==> config.mk <==
export PLATFORM = sky130hd
export DESIGN_NAME = fetch_ctrl
export DESIGN_NICKNAME = d
export VERILOG_FILES = /design/src/rtl/fetch_pkg.sv /design/src/rtl/fetch_queue.sv /design/src/rtl/fetch_ctrl.sv
export SDC_FILE = /design/constraint.sdc
export NUM_CORES = 1
export LEC_CHECK = 0
export CELL_PAD_IN_SITES_DETAIL_PLACEMENT = 0
export CELL_PAD_IN_SITES_GLOBAL_PLACEMENT = 2
export CORE_MARGIN = 2
export CORE_UTILIZATION = 30
export DETAILED_ROUTE_END_ITERATION = 10
export GPL_TIMING_DRIVEN = 0
export PLACE_DENSITY_LB_ADDON = 0.1
export SLEW_MARGIN = 25
export SYNTH_ARGS = -nofsm -noshare
export SYNTH_HDL_FRONTEND = slang
export SYNTH_SLANG_ARGS = --single-unit
==> constraint.sdc <==
create_clock -name clk -period 18.3 [get_ports clk]
set_input_delay 3.66 -clock clk [delete_from_list [all_inputs] [get_ports clk]]
set_output_delay 3.66 -clock clk [all_outputs]
set_load 0.02 [all_outputs]
==> src/rtl/fetch_pkg.sv <==
// fetch_pkg: shared types and constants for the IF-stage fetch controller.
//   XLEN                - datapath width
//   RESET_ADDR_DEFAULT  - default first fetch address
//   NOP                 - instruction word presented to decode when nothing is valid
//   fetch_state_e       - controller FSM states
//   inst_entry_t        - instruction queue entry (word plus its PC)
//   word_align()        - clears addr[1:0] of a redirect target
package fetch_pkg;

    localparam int unsigned XLEN = 32;

    localparam logic [XLEN-1:0] RESET_ADDR_DEFAULT = 32'h0000_0000;
    localparam logic [XLEN-1:0] NOP                = 32'h0000_0013;

    typedef enum logic [1:0] {
        StBoot,
        StRun,
        StFlush
    } fetch_state_e;

    typedef struct packed {
        logic [XLEN-1:0] addr;
        logic [XLEN-1:0] data;
    } inst_entry_t;

    function automatic logic [XLEN-1:0] word_align(input logic [XLEN-1:0] a);
        return {a[XLEN-1:2], 2'b00};
    endfunction

endpackage

==> src/rtl/fetch_queue.sv <==
// fetch_queue: generic circular FIFO with synchronous clear.
//   clk_i, rst_ni  - clock, asynchronous active-low reset
//   clr_i          - empties the queue; wins over push/pop in the same cycle
//   push_i, data_i - write port (ignored when full unless a pop frees a slot)
//   pop_i, data_o  - read port, data_o shows the head entry
//   count_o        - current occupancy
//   empty_o        - occupancy is zero
module fetch_queue #(
    parameter int unsigned Width = 32,
    parameter int unsigned Depth = 2,
    localparam int unsigned PtrW = (Depth > 1) ? $clog2(Depth) : 1,
    localparam int unsigned CntW = $clog2(Depth + 1)
) (
    input  logic             clk_i,
    input  logic             rst_ni,
    input  logic             clr_i,
    input  logic             push_i,
    input  logic [Width-1:0] data_i,
    input  logic             pop_i,
    output logic [Width-1:0] data_o,
    output logic [CntW-1:0]  count_o,
    output logic             empty_o
);

    logic [Width-1:0] mem_q [Depth];
    logic [PtrW-1:0]  wr_ptr_q, wr_ptr_d;
    logic [PtrW-1:0]  rd_ptr_q, rd_ptr_d;
    logic [CntW-1:0]  count_q, count_d;
    logic             do_push, do_pop;

    function automatic logic [PtrW-1:0] ptr_inc(input logic [PtrW-1:0] p);
        return (p == PtrW'(Depth - 1)) ? '0 : p + PtrW'(1);
    endfunction

    assign empty_o = (count_q == '0);
    assign count_o = count_q;
    assign data_o  = mem_q[rd_ptr_q];
    assign do_pop  = pop_i && !empty_o;
    assign do_push = push_i && ((count_q != CntW'(Depth)) || do_pop);

    always_comb begin
        wr_ptr_d = wr_ptr_q;
        rd_ptr_d = rd_ptr_q;
        count_d  = count_q;
        if (clr_i) begin
            wr_ptr_d = '0;
            rd_ptr_d = '0;
            count_d  = '0;
        end else begin
            if (do_push) wr_ptr_d = ptr_inc(wr_ptr_q);
            if (do_pop)  rd_ptr_d = ptr_inc(rd_ptr_q);
            if (do_push && !do_pop) begin
                count_d = count_q + CntW'(1);
            end else if (!do_push && do_pop) begin
                count_d = count_q - CntW'(1);
            end
        end
    end

    always_ff @(posedge clk_i or negedge rst_ni) begin
        if (!rst_ni) begin
            wr_ptr_q <= '0;
            rd_ptr_q <= '0;
            count_q  <= '0;
        end else begin
            wr_ptr_q <= wr_ptr_d;
            rd_ptr_q <= rd_ptr_d;
            count_q  <= count_d;
        end
    end

    // Storage needs no reset: entries are only read while counted as valid.
    always_ff @(posedge clk_i) begin
        if (do_push && !clr_i) begin
            mem_q[wr_ptr_q] <= data_i;
        end
    end

endmodule

==> src/rtl/fetch_ctrl.sv <==
// fetch_ctrl: IF-stage fetch controller.
// Owns the PC, issues req/gnt/rvalid fetches (at most BUF_DEPTH in flight plus
// queued), buffers returned words with their PCs toward decode and discards
// responses that were in flight when a redirect arrived.
//   clk, rst_n                  - clock, asynchronous active-low reset
//   imem_req_o/addr_o           - fetch request and word-aligned address
//   imem_gnt_i                  - request accepted this cycle
//   imem_rvalid_i/rdata_i       - in-order response
//   branch_flag/branch_addr     - execute-stage redirect (highest priority)
//   pred_flag/pred_addr         - predictor redirect, only with FETCH_PRED_EN
//   inst_valid_o/inst_o         - instruction toward decode
//   inst_addr_out               - PC of inst_o
//   inst_ready_i                - decode accepts (transfer on valid && ready)
// Build option: define FETCH_PRED_EN to add the predictor redirect ports.
module fetch_ctrl
    import fetch_pkg::*;
#(
    parameter logic [XLEN-1:0] RESET_ADDR = RESET_ADDR_DEFAULT,
    parameter int unsigned     BUF_DEPTH  = 2
) (
    input  logic            clk,
    input  logic            rst_n,
    output logic            imem_req_o,
    output logic [XLEN-1:0] imem_addr_o,
    input  logic            imem_gnt_i,
    input  logic            imem_rvalid_i,
    input  logic [XLEN-1:0] imem_rdata_i,
    input  logic            branch_flag,
    input  logic [XLEN-1:0] branch_addr,
`ifdef FETCH_PRED_EN
    input  logic            pred_flag,
    input  logic [XLEN-1:0] pred_addr,
`endif
    output logic            inst_valid_o,
    output logic [XLEN-1:0] inst_o,
    output logic [XLEN-1:0] inst_addr_out,
    input  logic            inst_ready_i
);

    localparam int unsigned CntW  = $clog2(BUF_DEPTH + 1);
    localparam int unsigned CntW1 = CntW + 1;
    localparam logic [CntW:0] DepthC = CntW1'(BUF_DEPTH);

    fetch_state_e    state_q, state_d;
    logic [XLEN-1:0] pc_q, pc_d;
    logic [CntW-1:0] discard_q, discard_d;

    logic            redirect;
    logic [XLEN-1:0] target;
    logic            grant;
    logic            inst_push, inst_pop;
    logic [CntW-1:0] out_cnt, occ_cnt;
    logic            addr_empty, inst_empty;
    logic [XLEN-1:0] addr_head;
    inst_entry_t     inst_in, inst_head;
    logic [CntW:0]   load, limit, stale_sum;

    always_comb begin
`ifdef FETCH_PRED_EN
        redirect = branch_flag || pred_flag;
        target   = branch_flag ? branch_addr : pred_addr;
`else
        redirect = branch_flag;
        target   = branch_addr;
`endif
    end

    assign grant = imem_req_o && imem_gnt_i;

    // Response belongs to a live request: not being flushed, not in a redirect
    // cycle, and matched by a tagged address (late responses after reset drop).
    assign inst_push    = imem_rvalid_i && (discard_q == '0) && !redirect && !addr_empty;
    assign inst_valid_o = !inst_empty;
    assign inst_pop     = inst_valid_o && inst_ready_i;

    // A pop this cycle frees a slot, so a full queue can still issue.
    assign load  = {1'b0, out_cnt} + {1'b0, occ_cnt};
    assign limit = DepthC + {{CntW{1'b0}}, inst_pop};

    // In-flight responses to drop after a redirect: tagged ones, plus one
    // granted now, minus one returning now.
    always_comb begin
        stale_sum = {1'b0, out_cnt} + {{CntW{1'b0}}, grant};
        if (imem_rvalid_i && (stale_sum != '0)) begin
            stale_sum = stale_sum - CntW1'(1);
        end
    end

    always_comb begin
        pc_d      = pc_q;
        discard_d = discard_q;
        if (redirect) begin
            pc_d = word_align(target);
        end else if (grant) begin
            pc_d = pc_q + 32'd4;
        end
        // A redirect while already flushing leaves the countdown alone.
        if (discard_q != '0) begin
            if (imem_rvalid_i) discard_d = discard_q - CntW'(1);
        end else if (redirect) begin
            discard_d = stale_sum[CntW-1:0];
        end
    end

    always_ff @(posedge clk or negedge rst_n) begin
        if (!rst_n) begin
            pc_q      <= RESET_ADDR;
            discard_q <= '0;
        end else begin
            pc_q      <= pc_d;
            discard_q <= discard_d;
        end
    end

    // FSM: state register
    always_ff @(posedge clk or negedge rst_n) begin
        if (!rst_n) begin
            state_q <= StBoot;
        end else begin
            state_q <= state_d;
        end
    end

    // FSM: next state
    always_comb begin
        state_d = state_q;
        case (state_q)
            StBoot:  state_d = StRun;
            StRun:   if (redirect && (discard_d != '0)) state_d = StFlush;
            StFlush: if (discard_d == '0) state_d = StRun;
            default: state_d = StBoot;
        endcase
    end

    // FSM: outputs
    always_comb begin
        imem_req_o = (state_q == StRun) && (load < limit);
    end

    assign imem_addr_o = pc_q;

    assign inst_in.addr = addr_head;
    assign inst_in.data = imem_rdata_i;

    fetch_queue #(
        .Width ($bits(inst_entry_t)),
        .Depth (BUF_DEPTH)
    ) u_inst_queue (
        .clk_i   (clk),
        .rst_ni  (rst_n),
        .clr_i   (redirect),
        .push_i  (inst_push),
        .data_i  (inst_in),
        .pop_i   (inst_pop),
        .data_o  (inst_head),
        .count_o (occ_cnt),
        .empty_o (inst_empty)
    );

    fetch_queue #(
        .Width (XLEN),
        .Depth (BUF_DEPTH)
    ) u_addr_fifo (
        .clk_i   (clk),
        .rst_ni  (rst_n),
        .clr_i   (redirect),
        .push_i  (grant),
        .data_i  (pc_q),
        .pop_i   (inst_push),
        .data_o  (addr_head),
        .count_o (out_cnt),
        .empty_o (addr_empty)
    );

    assign inst_o        = inst_valid_o ? inst_head.data : NOP;
    assign inst_addr_out = inst_valid_o ? inst_head.addr : RESET_ADDR;

endmodule
==> impl_metrics.env <==
export IMPL_outcome="complete, no violations"
export IMPL_criticalPathCategory="in2out"
export IMPL_maxSlewHeadroom_pct=32.7
export IMPL_cp_common_cell="clkdlybuf4s50_1"
export IMPL_rr_startpoint="u_addr_fifo.count_o[0]"
export IMPL_ant_nets=0
export IMPL_area_delta_synth_final_pct=33.0
export IMPL_critPathRequiredTime_ps=14640
export IMPL_rsz0062_at_grt="false"
export IMPL_synth_top_flop_cell="edfxtp_1"
export IMPL_yosysWarnings=0
export IMPL_cp_slowest_stage_delay_ps=620
export IMPL_firstDrtPassIters=5
export IMPL_clk_path_buf_depth=3
export IMPL_wirelength_mm=23.8
export IMPL_period_needed_ps=9510
export IMPL_timing_final_ws_setup_ps=8790
export IMPL_power_leakage_uw=0.00420
export IMPL_grt_usage_pct=14.4
export IMPL_hold_violations=0
export IMPL_clkSlewWorstSetupHoldPaths_ps=60
export IMPL_ir_worst_vdd_uv=67.9
export IMPL_numClockSinks=226
export IMPL_finalCritPeriodShare_pct=52.0
export IMPL_wl_per_cell_um=18.4
export IMPL_htreeDepth=1
export IMPL_diodes=0
export IMPL_start_kind="primary input"
export IMPL_crit_start="inst_ready_i"
export IMPL_cp_slowest_cell="clkdlybuf4s50_1"
export IMPL_drc=0
export IMPL_hold_class="reg2reg"
export IMPL_postCtsSetupRepairBufs=0
export IMPL_dp_slack_ps=8790
export IMPL_async_flop_share_pct=18.6
export IMPL_post_cts_resized=0
export IMPL_portBuffers=160
export IMPL_place_hpwl_mm=17.2
export IMPL_maxSlewViolCount=0
export IMPL_cts_root_buf="clkbuf_16"
export IMPL_drt_initial_drc_count=256
export IMPL_synth_edf_count=184
export IMPL_ys_seq_area_share_pct=69.7
export IMPL_place_gp_congestion=0.735
export IMPL_ys_types=50
export IMPL_die_w_um=181
export IMPL_maxCapViolCount=0
export IMPL_power_total_uw=1330
export IMPL_cts_tree="yes"
export IMPL_path_max_fanout=6
export IMPL_floorplan_rows=64
export IMPL_worst_slew_pin_slew_ps=1010
export IMPL_synth_cells=656
export IMPL_die_y_um=181
export IMPL_fmax_mhz=105
export IMPL_cts_buffers=26
export IMPL_io_pins=168
export IMPL_fill_cells=2910
export IMPL_hold_path_startpoint="state_q[0]"
export IMPL_synth_cell_area_mm2=0.00943
export IMPL_clk_latency_ps=520
export IMPL_ctsHoldBuffers=0
export IMPL_nNetsFinal=950
export IMPL_grt_pass1_wl_mm=36.5
export IMPL_grt_start_max_net_pins=43
export IMPL_synth_seq_cells=226
export IMPL_power_density_mw_per_mm2=106
export IMPL_drive_gt1_share_pct=12.5
export IMPL_grt_pass1_vias=6230
export IMPL_timing_setup_tns_ps=0
export IMPL_overflow=0
export IMPL_finalSetupViolations=0
export IMPL_num_vias=5952
export IMPL_die_area_mm2=0.0329
export IMPL_initial_core_util_pct=30.7
export IMPL_worstSetupEndpointType="primary output"
export IMPL_path_cells="clkdlybuf4s50_1 -> o21ai_2 -> o21ai_0 -> and2_1 -> clkdlybuf4s50_1"
export IMPL_cp_arrival_ps=5850
export IMPL_antenna_found_initial=0
export IMPL_synth_area_per_cell_um2=14.4
export IMPL_via_per_inst=4.62
export IMPL_placeableCoreArea_mm2=0.0307
export IMPL_finClkSkew_ps=8.44
==> placed cells by master, fill, tap and decap left out, types with 3 or more instances in the layout <==
cell	synthesis	routed
a211oi_1	5	5
a21oi_1	5	5
a31oi_1	3	3
and2_1	6	6
and3_1	7	7
and4_1	4	4
buf_1	7	7
buf_2	2	10
buf_4	4	23
clkbuf_1	22	31
clkbuf_16	0	27
clkdlybuf4s50_1	0	159
clkinv_2	0	5
conb_1	1	4
dfrtp_1	42	42
edfxtp_1	184	184
ha_1	6	6
inv_1	9	9
mux2_2	32	32
mux2i_1	66	66
nand2_1	41	41
nand2b_1	3	3
nand3_1	10	10
nand4_1	9	9
nor2_1	73	73
nor3_1	10	9
nor4_1	15	14
nor4b_1	4	3
o21ai_0	29	29
xnor2_1	26	26
xor2_1	4	4
==> state kept, by name, indices dropped and copies added, names as in the netlist <==
register,cells
u_addr_fifo.count_o,2
u_inst_queue.wr_ptr_q,1
discard_q,2
state_q,2
u_addr_fifo.rd_ptr_q,1
u_inst_queue.count_o,2
u_addr_fifo.mem_q,60
u_inst_queue.rd_ptr_q,1
imem_addr_o,30
u_addr_fifo.wr_ptr_q,1
u_inst_queue.mem_q,124
==> power by group <==
group | switching (uW) | internal (uW) | total [uW]
clock network | 195 | 289 | 483
registers | 28.5 | 599 | 627
logic | 123 | 97.5 | 221
total | 346 | 985 | 1330
==> cell usage after synthesis, types with 2 or more instances <==
master    instances  area share, %
and3_1            7           0.46
nor3b_1           3           0.24
nor4_1           15           0.99
and2_1            6           0.40
nor2_1           73            2.9
o31ai_1           2           0.16
dfrtp_1          42             11
a21oi_1           5           0.27
a211oi_1          5           0.40
nor3_1           10           0.53
nand2b_1          3           0.20
clkbuf_1         22           0.88
xnor2_1          26            2.4
xor2_1            4           0.37
inv_1             9           0.36
o21ai_0          29            1.5
mux2i_1          66            7.0
edfxtp_1        184             59
or4_1             2           0.16
nand4_1           9           0.60
nor4b_1           4           0.37
buf_2             2           0.11
o22ai_1           2           0.13
ha_1              6           0.80
mux2_2           32            3.8
buf_4             4           0.32
nand2_1          41            1.6
and4_1            4           0.37
buf_1             7           0.28
a31oi_1           3           0.20
nand3_1          10           0.53
==> layer usage <==
| metal | share of wire, % | GRT usage [%] | vias to the layer above | wire length (um) |
|---|---|---|---|---|
| li1 | - | - | 2865 | - |
| met1 | 44 | 18.7 | 2898 | 10500 |
| met2 | 49 | 24.5 | 158 | 11600 |
| met3 | 5.5 | 3.00 | 31 | 1320 |
| met4 | 1.6 | 3.41 | 0 | 392 |
| met5 | 0 | 0 | - | 0 |
==> final cells by class <==
cell class,instances,area [um2],area share [%]
clock buffer,37,723,5.76
timing repair buffer,186,1770,14.1
multi-input combinational,388,2700,21.5
sequential,226,6580,52.4
clock inverter,11,87.6,0.698
buffer,36,154,1.23
tap,396,495,3.95
inverter,9,33.8,0.269
==> path summary, 6_finish.rpt <==
| kind | endpoint | slack, ps | depth (start not counted) |
|---|---|---|---|
| worst max-delay path | imem_req_o | 8790 | 5 |
| worst min-delay path | state_q[0] | 550 | 1 |
| worst max register to register | state_q[0] | 14430 | 13 |
| worst min register to register | state_q[0] | 550 | 1 |
| max in group asynchronous | imem_addr_o[12] | 14730 | 1 |
| min in group asynchronous | discard_q[0] | 3140 | 1 |
==> per-stage QoR <==
step                hold slack [ps]  cell area (um2)  utilization (%)  instances
global placement                503            11500             37.5       1215
detailed placement              538            11700             38.2       1241
CTS                             548            12500             40.8       1289
global route                    572            12500             40.8       1289
finish                          545            12500             40.8       1289
floorplan                       486             9440                -        659
==> cells by family after synthesis <==
family | count (synthesis) | share of synthesized area [%]
other | 1 | 0.0398
XOR/XNOR | 30 | 2.79
adder cells (fa/ha/maj) | 7 | 1.01
flip-flops | 226 | 69.7
buffers and inverters | 45 | 1.99
multiplexers | 98 | 10.8
AND/OR/NAND/NOR | 195 | 10.2
AO/OA/AOI/OAI | 54 | 3.46
==> worst max-delay path, delay by kind of cell <==
family / cells / cell delay [ps]
buf+inv: 2 / 1230
compound gates: 2 / 720
simple gates: 1 / 240
Note: power is estimated with default switching activity, not from simulation.
